**src/rtl/rf_wb_arbiter.sv**
```systemverilog
// ============================================================================
// Module   : rf_wb_arbiter
// Purpose  : Shares the register-file write port between ALU and LSU
//            writebacks and tracks pending writes for issue hazard stalls.
//            Optional forwarding of the in-flight write: define WB_FWD_EN.
// Revision : 1.0 - initial release
// ============================================================================
`default_nettype none

module rf_wb_arbiter #(
  parameter int STARVE_MAX = 4
) (
  input  logic        clk,
  input  logic        resetn,
  input  logic        iss_valid,
  input  logic [4:0]  iss_rd,
  input  logic [4:0]  iss_rs1,
  input  logic [4:0]  iss_rs2,
  input  logic        iss_use_rs1,
  input  logic        iss_use_rs2,
  output logic        iss_stall,
  input  logic        alu_valid,
  input  logic [4:0]  alu_rd,
  input  logic [31:0] alu_data,
  output logic        alu_ready,
  input  logic        lsu_valid,
  input  logic [4:0]  lsu_rd,
  input  logic [31:0] lsu_data,
  output logic        lsu_ready,
  output logic        rf_we,
  output logic [4:0]  rf_waddr,
  output logic [31:0] rf_wdata,
`ifdef WB_FWD_EN
  output logic        fwd_rs1_hit,
  output logic        fwd_rs2_hit,
  output logic [31:0] fwd_data,
`endif
  output logic        sb_err
);

  localparam logic [3:0] C_STARVE_MAX = 4'(STARVE_MAX);

  logic [31:0] r_pending;
  logic [3:0]  r_starve_cnt;

  logic        w_raw1;
  logic        w_raw2;
  logic        w_waw;
  logic        w_shadow1;
  logic        w_shadow2;
  logic        w_force_alu;
  logic        w_grant;
  logic [4:0]  w_gnt_rd;
  logic [31:0] w_gnt_data;
  logic        w_wb_write;
  logic        w_issue_set;
  logic [31:0] w_pending_nxt;

  always_comb begin
    w_raw1 = iss_use_rs1 && (iss_rs1 != 5'd0) && r_pending[iss_rs1];
    w_raw2 = iss_use_rs2 && (iss_rs2 != 5'd0) && r_pending[iss_rs2];
    w_waw  = (iss_rd != 5'd0) && r_pending[iss_rd];
`ifdef WB_FWD_EN
    w_shadow1 = 1'b0;
    w_shadow2 = 1'b0;
`else
    // The register file is written at the end of the rf_we cycle, so a reader
    // in that same cycle would still see the stale value.
    w_shadow1 = iss_use_rs1 && (iss_rs1 != 5'd0) && rf_we && (iss_rs1 == rf_waddr);
    w_shadow2 = iss_use_rs2 && (iss_rs2 != 5'd0) && rf_we && (iss_rs2 == rf_waddr);
`endif
    iss_stall = iss_valid && (w_raw1 || w_raw2 || w_waw || w_shadow1 || w_shadow2);
  end

  always_comb begin
    w_force_alu = alu_valid && (r_starve_cnt == C_STARVE_MAX);
    alu_ready   = alu_valid && (w_force_alu || !lsu_valid);
    lsu_ready   = lsu_valid && !w_force_alu;
    w_grant     = alu_ready || lsu_ready;
    w_gnt_rd    = alu_ready ? alu_rd   : lsu_rd;
    w_gnt_data  = alu_ready ? alu_data : lsu_data;
    w_wb_write  = w_grant && (w_gnt_rd != 5'd0);
    w_issue_set = iss_valid && !iss_stall && (iss_rd != 5'd0);
  end

  // WAW stalling guarantees set and clear never hit the same register.
  always_comb begin
    w_pending_nxt = r_pending;
    if (w_wb_write) begin
      w_pending_nxt[w_gnt_rd] = 1'b0;
    end
    if (w_issue_set) begin
      w_pending_nxt[iss_rd] = 1'b1;
    end
    w_pending_nxt[0] = 1'b0;
  end

  always_ff @(posedge clk or negedge resetn) begin
    if (!resetn) begin
      r_pending    <= 32'd0;
      r_starve_cnt <= 4'd0;
      rf_we        <= 1'b0;
      rf_waddr     <= 5'd0;
      rf_wdata     <= 32'd0;
      sb_err       <= 1'b0;
    end else begin
      r_pending <= w_pending_nxt;
      if (alu_ready) begin
        r_starve_cnt <= 4'd0;
      end else if (alu_valid && (r_starve_cnt != C_STARVE_MAX)) begin
        r_starve_cnt <= r_starve_cnt + 4'd1;
      end
      rf_we <= w_wb_write;
      if (w_wb_write) begin
        rf_waddr <= w_gnt_rd;
        rf_wdata <= w_gnt_data;
      end
      if (w_wb_write && !r_pending[w_gnt_rd]) begin
        sb_err <= 1'b1;
      end
    end
  end

`ifdef WB_FWD_EN
  assign fwd_rs1_hit = rf_we && (iss_rs1 == rf_waddr) && (iss_rs1 != 5'd0);
  assign fwd_rs2_hit = rf_we && (iss_rs2 == rf_waddr) && (iss_rs2 != 5'd0);
  assign fwd_data    = rf_wdata;
`endif

endmodule

`default_nettype wire

```
**config.mk**
```make
export PLATFORM = sky130hd
export DESIGN_NAME = rf_wb_arbiter
export DESIGN_NICKNAME = d
export VERILOG_FILES = /design/src/rtl/rf_wb_arbiter.sv
export SDC_FILE = /design/constraint.sdc
export NUM_CORES = 1
export LEC_CHECK = 0
export CORE_MARGIN = 5
export CORE_UTILIZATION = 40
export CTS_CLUSTER_DIAMETER = 60
export DETAILED_ROUTE_END_ITERATION = 8
export GPL_TIMING_DRIVEN = 0
export PLACE_DENSITY_LB_ADDON = 0.1
export RECOVER_POWER = 50
export SETUP_SLACK_MARGIN = 0.1
export SLEW_MARGIN = 5
export SYNTH_ARGS = -nofsm -noshare
export SYNTH_HDL_FRONTEND = slang
export SYNTH_SLANG_ARGS = --single-unit
```
**constraint.sdc**
```tcl
create_clock -name clk -period 2.75 [get_ports clk]
set_input_delay 0.4125 -clock clk [delete_from_list [all_inputs] [get_ports clk]]
set_output_delay 0.4125 -clock clk [all_outputs]
set_load 0.01 [all_outputs]
```
==> flow_summary_export.csv, run 1 <==
group,metric,value,unit
worst_setup_path,endpoint_kind,"primary output",
floorplanning,fp.dieH,123,um
pwr,power.total,4.40,mW
layout,layout_commonest_cell,"clkdlybuf4s50_1",
global_route,grt_pass1_wl,28.1,mm
synth,synth.distinct_cells,58,
min_path,hp-class,"reg -> reg",
layout,final_cell_area,7240,um2
cts,cts_buffers,9,
layout,synthToLayoutAreaGrowth,42.5,%
cts,ctsLongestPathBuffers,2,
cts,cts_tree,"done",
pwr,seqPwrFrac,0.384,
worst_setup_path,startpoint_type,"flop",
timing,hold_viol_final,0,
synth,synth_flop_cell,"dfrtp_1",
pwr,power_leakage,2.80,nW
layout,final_cell_mix,"clkdlybuf4s50_1 (98), o21ai_1 (72), nand2_1 (71), dfrtp_1 (62), mux2i_1 (42)",
place,dp.cells,854,
detailed_routing,via_per_inst,5.94,
timing,fin_crit,2930,ps
detailed_routing,drc,0,
detailed_routing,drt_iter0_markers,465,
place,postPlaceCellArea,6620,um2
floorplanning,die-area,15100,um2
layout,diodes,0,
pwr,power.density,608,nW/um2
place,routabilityCongestion,0.993,
timing,max_freq,0.341,GHz
global_route,grt.overflow.total,0,
synth,synth_enable_flop_cells,0,
pwr,combPwrFrac,0.349,
place,hpwl,13.7,mm
synth,synthesis.nets,651,
global_route,antenna_found_initial,0,
floorplanning,placement_rows,41,
cts,clk_latency,340,ps
detailed_routing,drt_pass1_iterations,5,
timing,worst_pin_slew,911,ps
cts,h-tree-depth,3,
layout,final_layout_size_suffix_gt1_frac,0.189,
timing,post-route-period-util,1.07,
worst_setup_path,worstPathMaxFanout,6,
synth,netlist_area,5080,um2
detailed_routing,routed-via-count,5275,
pwr,swShare,0.349,
run_status,status,"finished, violations left",
global_route,grt_pass1_vias,5103,
detailed_routing,ant_nets,0,
run_status,violations,"setup timing",
timing,layout_setup_ws,-181,ps
floorplanning,io_pins,138,
worst_setup_path,required,2340,ps
layout,fin_util,0.578,
synth,syn_avg_cell_area,9.18,um2
global_route,grt.total_usage,0.243,
cts,root_buffer,"clkbuf_16",
timing,relSlewSlack,0.393,
synth,synth.ff_latch_count,74,
cts,cts.reportedPaths.clkPinSlew,50,ps
synth,yosys.area.top_type,"dfrtp_1",
synth,ys_seq_area_frac,0.365,
synth,yosys_warnings,0,
layout,fin_nets,810,
timing,fin_worst_skew,5.88,ps
pwr,p_int,2.86,mW
synth,async_reset_ff_frac,1.00,
timing,report.final.slew_viol_count,0,
cts,cts_sinks,74,
synth,synth_top_area_share,0.365,
pwr,max-vdd-ir-drop,0.270,mV
worst_setup_path,worstPathArrival,2520,ps
place,io_buffer_count,128,
detailed_routing,routed_wl,18.3,mm
detailed_routing,wire_per_inst,20.6,um
run,maxCapViolations,0,
layout,final_cells,888,
floorplanning,initial_core_util,0.406,
pwr,p_clk_frac,0.267,
floorplanning,die_x,123,um
timing,finalSetupViolCount,1,
timing,grt_setup_unrepaired,"true",
pwr,netSwitchingPower,1.54,mW
global_route,grt_max_degree,66,
synth,postSynthCellCount,553,
floorplanning,core_area,12500,um2
worst_setup_path,critical_path_class,"reg -> out",
synth,synthTopCellsByArea,"dfrtp_1 (36%), mux4_2 (12%), mux2i_1 (8.5%)",
[power by group through the flow]
| stage | Combinational, mW | Sequential [mW] | Clock [mW] |
|---|---|---|---|
| after CTS | 1.50 | 1.67 | 1.20 |
| after global placement | 1.37 | 1.66 | 0 |
| after detailed placement | 1.41 | 1.69 | 0 |
| after global routing | 1.65 | 1.71 | 1.24 |
| final | 1.53 | 1.69 | 1.18 |
| after floorplan | 0.849 | 1.54 | 0 |
[layout make-up]
type                    count  area, um2
flip-flops and latches     74       1870
well taps                 172        215
clock buffers              11        243
multi-input cells         425       3120
fillers                  1191       5280
repair buffers            149       1420
inverters                  13       51.3
clock inverters             4       51.3
plain buffers              40        265
[cells in the mapped netlist (6+ instances only)]
cell type / n
clkbuf_1: 28
nand2b_1: 9
mux4_2: 26
nor2_1: 30
dfrtp_1: 74
o22ai_1: 6
nand3_1: 17
a211oi_1: 9
o21ai_0: 39
mux2i_1: 43
nor3_1: 6
a21oi_1: 6
nand2_1: 75
inv_1: 11
o21ai_1: 71
nand4_1: 6
[cell families after synthesis]
group	share of synthesized area
xor gates and xnor gates	0.0172
DFF	0.365
and+or+nand+nor	0.168
buffers and inverters	0.0443
AOI/OAI and AO/OA	0.192
muxes	0.209
adders and majority gates	0.00493
[sequential cells by signal, summed over array words and instances, names as in the netlist]
signal,cells
rf_wdata,32
r_pending,31
rf_waddr,5
r_starve_cnt,4
rf_we,1
sb_err,1
[metrics by stage]
stage	TNS (ps)	hold WS, ps	setup WS, ps
floorplan	0	117	137
global placement	-139440	466	-1500
detailed placement	-41640	267	-1490
CTS	-202	465	-202
global route	-390	504	-237
finish	-181	465	-181
[per-layer routing]
metal	routed length (um)	track usage	vias up
met5	0	0	-
met4	548	0.0952	0
li1	-	-	2376
met2	8700	0.376	273
met3	1570	0.0465	49
met1	7510	0.335	2577
[critical path: stages (launching register included)]
cell	delay (ps)
dfrtp_2	470
mux4_2	490
mux4_2	460
mux2i_1	140
o211ai_1	130
buf_4	180
o21a_1	150
buf_2	130
[worst paths after layout]
check	startpoint	endpoint	slack, ps	depth (start not counted)
setup / recovery	r_pending[25]	iss_stall	-180	7
hold / removal	sb_err	sb_err	460	1
setup reg to reg	r_starve_cnt[0]	sb_err	70	9
hold reg to reg	sb_err	sb_err	460	1
max in group asynchronous	resetn	r_pending[18]	750	3
min in group asynchronous	resetn	r_pending[30]	590	2
[repair_timing]
item / 4_1_cts / 5_1_grt
buffers inserted: 14 / 3
gates resized for setup: 57 / 48
hold buffers: 1 / 0
pin swaps: 7 / 3
endpoints found under the setup margin: 72 / 70
hold endpoints to repair: 9 / 0
cloned: 2 / 0
Power figures use the tool's default switching activity.
==> run 2, diff against run 1 <==
--- a/config.mk
+++ b/config.mk
@@ -8,12 +8,12 @@
 export CORE_MARGIN = 5
 export CORE_UTILIZATION = 40
 export CTS_CLUSTER_DIAMETER = 60
+export CTS_CLUSTER_SIZE = 16
 export DETAILED_ROUTE_END_ITERATION = 8
 export GPL_TIMING_DRIVEN = 0
 export PLACE_DENSITY_LB_ADDON = 0.1
 export RECOVER_POWER = 50
 export SETUP_SLACK_MARGIN = 0.1
-export SLEW_MARGIN = 5
 export SYNTH_ARGS = -nofsm -noshare
 export SYNTH_HDL_FRONTEND = slang
 export SYNTH_SLANG_ARGS = --single-unit
==> results of run 2 <==
The final DEF is identical to that of run 1; final timing and power are the same.
==> run 3, diff against run 2 <==
--- a/config.mk
+++ b/config.mk
@@ -7,8 +7,6 @@
 export LEC_CHECK = 0
 export CORE_MARGIN = 5
 export CORE_UTILIZATION = 40
-export CTS_CLUSTER_DIAMETER = 60
-export CTS_CLUSTER_SIZE = 16
 export DETAILED_ROUTE_END_ITERATION = 8
 export GPL_TIMING_DRIVEN = 0
 export PLACE_DENSITY_LB_ADDON = 0.1
==> results of run 3 <==
The final DEF is identical to that of run 1; final timing and power are the same.
